==> src/rtl/pcie_ts_wr.sv <==
`default_nettype none
// ============================================================================
// Module   : pcie_ts_wr
// Purpose  : Packs 188-byte TS packets into 64-bit words, fixed 24-word slots,
//            written into a two-bank ping-pong RAM handed to the DMA reader.
// Revision : 1.0
// ============================================================================
module pcie_ts_wr #(
  parameter int PKTS_PER_BANK = 64,
  parameter int BANK_AW       = 11,
  parameter int FLUSH_CYC     = 27000
) (
  input  logic               clk_ts,
  input  logic               rst,
  input  logic [7:0]         ts_din,
  input  logic               ts_valid,
  input  logic               ts_sop,
  input  logic [1:0]         buf_release,
  output logic               ram_wr,
  output logic [BANK_AW:0]   ram_waddr,
  output logic [63:0]        ram_wdata,
  output logic [1:0]         bank_full,
  output logic               bank_done,
  output logic               bank_done_id,
  output logic [6:0]         bank_done_pkts,
  output logic [15:0]        drop_cnt,
  output logic [15:0]        err_cnt
);

  localparam int                IDLE_W    = $clog2(FLUSH_CYC + 1);
  localparam logic [7:0]        LAST_IDX  = 8'd187;
  localparam logic [6:0]        PKT_LAST  = 7'(PKTS_PER_BANK - 1);
  localparam logic [IDLE_W-1:0] IDLE_LAST = IDLE_W'(FLUSH_CYC - 1);

  typedef enum logic [1:0] {
    IDLE = 2'd0,
    PACK = 2'd1,
    DROP = 2'd2
  } state_t;

  state_t              state_q, state_d;
  logic                cur_q, cur_d;
  logic [6:0]          pkt_cnt_q, pkt_cnt_d;
  logic [7:0]          idx_q, idx_d;
  logic [63:0]         data_q, data_d;
  logic [IDLE_W-1:0]   idle_q, idle_d;
  logic                ram_wr_q, ram_wr_d;
  logic [BANK_AW:0]    ram_waddr_q, ram_waddr_d;
  logic [63:0]         ram_wdata_q, ram_wdata_d;
  logic [1:0]          bank_full_q, bank_full_d;
  logic                bank_done_q, bank_done_d;
  logic                done_id_q, done_id_d;
  logic [6:0]          done_pkts_q, done_pkts_d;
  logic [15:0]         drop_cnt_q, drop_cnt_d;
  logic [15:0]         err_cnt_q, err_cnt_d;

  logic                pkt_start;
  logic                pkt_take;
  logic                close_bank;
  logic [6:0]          close_pkts;
  logic [7:0]          idx;
  logic [63:0]         word;
  logic [BANK_AW-1:0]  word_addr;

  always_comb begin
    state_d     = state_q;
    cur_d       = cur_q;
    pkt_cnt_d   = pkt_cnt_q;
    idx_d       = idx_q;
    data_d      = data_q;
    idle_d      = '0;
    ram_wr_d    = 1'b0;
    ram_waddr_d = ram_waddr_q;
    ram_wdata_d = ram_wdata_q;
    bank_full_d = bank_full_q & ~buf_release;
    bank_done_d = 1'b0;
    done_id_d   = done_id_q;
    done_pkts_d = done_pkts_q;
    drop_cnt_d  = drop_cnt_q;
    err_cnt_d   = err_cnt_q;
    pkt_start   = 1'b0;
    pkt_take    = 1'b0;
    close_bank  = 1'b0;
    close_pkts  = pkt_cnt_q;

    case (state_q)
      PACK: begin
        if (ts_valid) begin
          if (ts_sop) begin
            // Early sop aborts the packet in flight; the new one reuses the slot.
            pkt_start = 1'b1;
            if (err_cnt_q != 16'hFFFF) err_cnt_d = err_cnt_q + 16'd1;
          end else begin
            pkt_take = 1'b1;
          end
        end
      end
      default: begin
        if (ts_valid && ts_sop) begin
          if (bank_full_q[cur_q]) begin
            state_d = DROP;
            if (drop_cnt_q != 16'hFFFF) drop_cnt_d = drop_cnt_q + 16'd1;
          end else begin
            pkt_start = 1'b1;
          end
        end
      end
    endcase

    idx       = pkt_start ? 8'd0 : idx_q;
    word      = data_q;
    word[{~idx[2:0], 3'b000} +: 8] = ts_din;
    word_addr = BANK_AW'(pkt_cnt_q) * BANK_AW'(24) + BANK_AW'(idx[7:3]);

    if (pkt_start || pkt_take) begin
      data_d  = word;
      idx_d   = idx + 8'd1;
      state_d = PACK;
      if (idx[2:0] == 3'd7) begin
        ram_wr_d    = 1'b1;
        ram_waddr_d = {cur_q, word_addr};
        ram_wdata_d = word;
      end
      if (idx == LAST_IDX) begin
        ram_wr_d    = 1'b1;
        ram_waddr_d = {cur_q, word_addr};
        ram_wdata_d = {word[63:32], 32'hFFFF_FFFF};
        state_d     = IDLE;
        idx_d       = 8'd0;
        if (pkt_cnt_q == PKT_LAST) begin
          close_bank = 1'b1;
          close_pkts = pkt_cnt_q + 7'd1;
        end else begin
          pkt_cnt_d = pkt_cnt_q + 7'd1;
        end
      end
    end

    // Idle flush timer runs only while a partially filled bank waits for more data.
    if ((state_q != PACK) && (pkt_cnt_q != 7'd0) && !pkt_start) begin
      if (idle_q == IDLE_LAST) close_bank = 1'b1;
      else                     idle_d     = idle_q + IDLE_W'(1);
    end

    if (close_bank) begin
      bank_full_d[cur_q] = 1'b1;
      bank_done_d        = 1'b1;
      done_id_d          = cur_q;
      done_pkts_d        = close_pkts;
      cur_d              = ~cur_q;
      pkt_cnt_d          = 7'd0;
    end
  end

  always_ff @(posedge clk_ts) begin
    if (rst) begin
      state_q     <= IDLE;
      cur_q       <= 1'b0;
      pkt_cnt_q   <= '0;
      idx_q       <= '0;
      data_q      <= '0;
      idle_q      <= '0;
      ram_wr_q    <= 1'b0;
      ram_waddr_q <= '0;
      ram_wdata_q <= '0;
      bank_full_q <= '0;
      bank_done_q <= 1'b0;
      done_id_q   <= 1'b0;
      done_pkts_q <= '0;
      drop_cnt_q  <= '0;
      err_cnt_q   <= '0;
    end else begin
      state_q     <= state_d;
      cur_q       <= cur_d;
      pkt_cnt_q   <= pkt_cnt_d;
      idx_q       <= idx_d;
      data_q      <= data_d;
      idle_q      <= idle_d;
      ram_wr_q    <= ram_wr_d;
      ram_waddr_q <= ram_waddr_d;
      ram_wdata_q <= ram_wdata_d;
      bank_full_q <= bank_full_d;
      bank_done_q <= bank_done_d;
      done_id_q   <= done_id_d;
      done_pkts_q <= done_pkts_d;
      drop_cnt_q  <= drop_cnt_d;
      err_cnt_q   <= err_cnt_d;
    end
  end

  assign ram_wr         = ram_wr_q;
  assign ram_waddr      = ram_waddr_q;
  assign ram_wdata      = ram_wdata_q;
  assign bank_full      = bank_full_q;
  assign bank_done      = bank_done_q;
  assign bank_done_id   = done_id_q;
  assign bank_done_pkts = done_pkts_q;
  assign drop_cnt       = drop_cnt_q;
  assign err_cnt        = err_cnt_q;

endmodule
`default_nettype wire
==> config.mk <==
export PLATFORM = sky130hd
export DESIGN_NAME = pcie_ts_wr
export DESIGN_NICKNAME = d
export VERILOG_FILES = /design/src/rtl/pcie_ts_wr.sv
export SDC_FILE = /design/constraint.sdc
export NUM_CORES = 1
export LEC_CHECK = 0
export ABC_AREA = 0
export CAP_MARGIN = 20
export CORE_ASPECT_RATIO = 0.8
export CORE_MARGIN = 1
export CORE_UTILIZATION = 50
export DETAILED_ROUTE_END_ITERATION = 6
export PLACE_DENSITY = 0.76
export REMOVE_ABC_BUFFERS = 1
export SKIP_CTS_REPAIR_TIMING = 1
export SYNTH_ARGS = -nofsm -noshare
export SYNTH_HDL_FRONTEND = slang
export SYNTH_SLANG_ARGS = --single-unit
==> constraint.sdc <==
create_clock -name clk_ts -period 2.94 [get_ports clk_ts]
set_input_delay 0.294 -clock clk_ts [delete_from_list [all_inputs] [get_ports clk_ts]]
set_output_delay 0.294 -clock clk_ts [all_outputs]
set_load 0.05 [all_outputs]
==> metrics.cfg <==
[timing]
finalMaxSlewViolations=0
fin_hold_ws_ns=0.200
worst_pin_slew_ns=1.05
setup_viol=0
min_period_ns=2.78
clock.fmax_mhz=360
skew_ns=0.0170
rsz0062_at_grt=false
hold_viol_final=0
post-route-period-util_pct=94.5
max-slew-margin-rel_pct=29.4
fin_tns_setup_ns=0

[drt]
postRouteAntennaNets=0
drt-total-wl_um=27200
via_count=9344
drt_pass1_iterations=7
drt_iter0_drc=691
post_drt_via_cell_ratio=5.75
drcViolationCount=0
drt-wirelength-per-cell_um=16.7

[place]
place.gp.congestion=0.828
dpl.hpwl_um=17900
port_buffers=133

[pwr]
power_mw=6.35
power_density_mw_per_mm2=474
max-vdd-ir-drop_mv=0.339
p_seq_share_pct=46.5
p_clk_share_pct=48.7
comb_power_share_pct=4.8
p_int_mw=4.98
p_sw_mw=1.38
switching_share_pct=21.7
p_leak_nw=4.71

[critical_path]
cp-start-kind=register
slowest_delay_ns=0.38
cpMaxStageDelayCell=dfxtp_1
cp.arrival_ns=3.17
end_kind=register
crit_start=cur_q$_SDFFE_PP0P_
worstReg2RegStart=cur_q$_SDFFE_PP0P_
worstPathMaxFanout=6
cp.required_ns=3.33
critical_path_class=reg -> reg
crit_chain=mux2i_4 > o21ai_4 > and2_1 > ha_2 > ha_1 > buf_4 > nand2_1 > a21oi_2 > buf_4 > nand2_1 > a311oi_1

[synth]
synth_commonest_cells=dfxtp_1 (217), nor2_1 (155), nand2_1 (114), nand3_1 (85), a21oi_1 (70)
syn_area_mm2=0.0104
synth_top_cell_by_area=dfxtp_1
async_flop_share_pct=0
synth_cells=1180
yosysSeqAreaShare_pct=41.6
synth_ff_type=dfxtp_1
synth_area_per_cell_um2=8.85
synth_warnings=0
synth_top_area_share_pct=41.6
synth.distinct_cells=76
synth_edf_count=0
synth_most_common_cell=dfxtp_1
synth-seq-cells=217
yosys-top-cells-area=dfxtp_1 (42%), nor2_1 (5.6%), mux2i_1 (5.5%), nand2_1 (4.1%), nand3_1 (4.1%)

[finish]
areaGrowthSynthToFinish_pct=28.4
final_layout_size_suffix_gt1_share_pct=14.5
fillCellCount=1644
finalNetCount=1383
insertedDiodeCount=0
utilization_pct=66.5

[floorplan]
die_w_um=164
fp.dieH_um=131
core_mm2=0.0201
initial_core_util_pct=51.8
fp-row-count=46
ios=134
die-area_mm2=0.0215

[outcome]
outcome=completed

[hold_path]
hp-class=in -> reg
min-delay-start=rst

[global_route]
antenna_found_initial=0
grt_use_total_pct=24.7
grt_max_degree=86
grt_pass1_wl_um=44200
grt_pass1_vias=8732
grt_remaining_overflow=0

[clock_network]
clk_latency_ns=0.51
cts_tree=yes
h-tree-depth=1
path_clk_slew_ns=0.06
numCtsBuffers=22
cts-root-buf=clkbuf_16
cts_buffer_depth=3
cts_sinks=217

[flow_run]
drv_cap=0

==> area by class of cell <==
| type | instances | area (µm²) | area share [%] |
|---|---|---|---|
| Clock buffer | 33 | 673 | 5.02 |
| Clock inverter | 6 | 133 | 0.990 |
| Inverter | 25 | 93.8 | 0.700 |
| Multi-Input combinational cell | 859 | 5650 | 42.2 |
| Sequential cell | 217 | 4340 | 32.4 |
| Tap cell | 264 | 330 | 2.47 |
| Timing Repair Buffer | 222 | 2170 | 16.2 |
==> cells in the final DEF, fill, tap and decap left out, types with 25 or more instances in the layout <==
cell type,n
nand3_1,85
a211oi_1,33
buf_4,77
dfxtp_1,217
inv_1,25
clkdlybuf4s50_1,132
nand2_1,114
mux2i_1,57
a311oi_1,26
nor2_1,155
a21oi_1,69
==> metal layers <==
layer	share of wire (%)	wire length, µm	global-route usage [%]	vias up
li1	-	-	-	4587
met5	0	0	0	-
met2	46	12400	39.2	239
met4	1.3	355	5.30	0
met3	5.0	1350	3.35	33
met1	48	13100	35.6	4485
==> sequential cells by signal, indices dropped and copies added, names as in the netlist <==
| signal | cells |
|---|---|
| bank_done | 1 |
| bank_done_id | 1 |
| bank_done_pkts | 7 |
| bank_full | 2 |
| cur_q | 1 |
| data_q | 64 |
| drop_cnt | 16 |
| err_cnt | 16 |
| idle_q | 15 |
| idx_q | 8 |
| pkt_cnt_q | 7 |
| ram_waddr | 12 |
| ram_wdata | 64 |
| ram_wr | 1 |
| state_q | 2 |
==> worst max-delay path: cells and delay by family, from the launching register on <==
family / cells / cell delay (ns)
flip-flops: 1 / 0.38
buffers and inverters: 2 / 0.33
AND/OR/NAND/NOR: 3 / 0.36
AO/OA/AOI/OAI: 3 / 0.66
adder cells (fa/ha/maj): 2 / 0.61
multiplexers: 1 / 0.33
==> cell families after synthesis <==
kind of cell / synth area share, %
and+or+nand+nor: 23.4
AOI/OAI and AO/OA: 18.1
DFF: 41.6
buffers and inverters: 4.49
muxes: 6.33
xor gates and xnor gates: 3.27
adders and majority gates: 2.78
==> power by group through the flow <==
| stage | combinational [mW] | clock [mW] | sequential (mW) |
|---|---|---|---|
| floorplan | 0.110 | 0 | 3.02 |
| global placement | 0.296 | 0 | 3.02 |
| detailed placement | 0.298 | 0 | 3.02 |
| CTS | 0.301 | 3.13 | 2.95 |
| global route | 0.327 | 3.25 | 2.95 |
| finish | 0.306 | 3.09 | 2.95 |
==> worst paths after layout <==
kind | cells past startpoint | end | slack, ns
setup reg to reg | 11 | ram_wdata[10]$_SDFFE_PP0P_ | 0.16
hold / removal | 2 | state_q[0]$_SDFFE_PP0P_ | 0.20
setup / recovery | 11 | ram_wdata[10]$_SDFFE_PP0P_ | 0.16
hold reg to reg | 2 | ram_waddr[1]$_SDFFE_PP0P_ | 0.45
==> through the flow <==
stage                     area, µm²  setup slack [ns]  cells
after floorplan               10100             -2.73   1101
after global placement        12500           -0.0829   1586
after detailed placement      12500            -0.135   1586
after CTS                     13300           -0.0402   1625
after global routing          13400           0.00455   1626
final                         13400             0.163   1626
(Power assumes the default switching activity.)
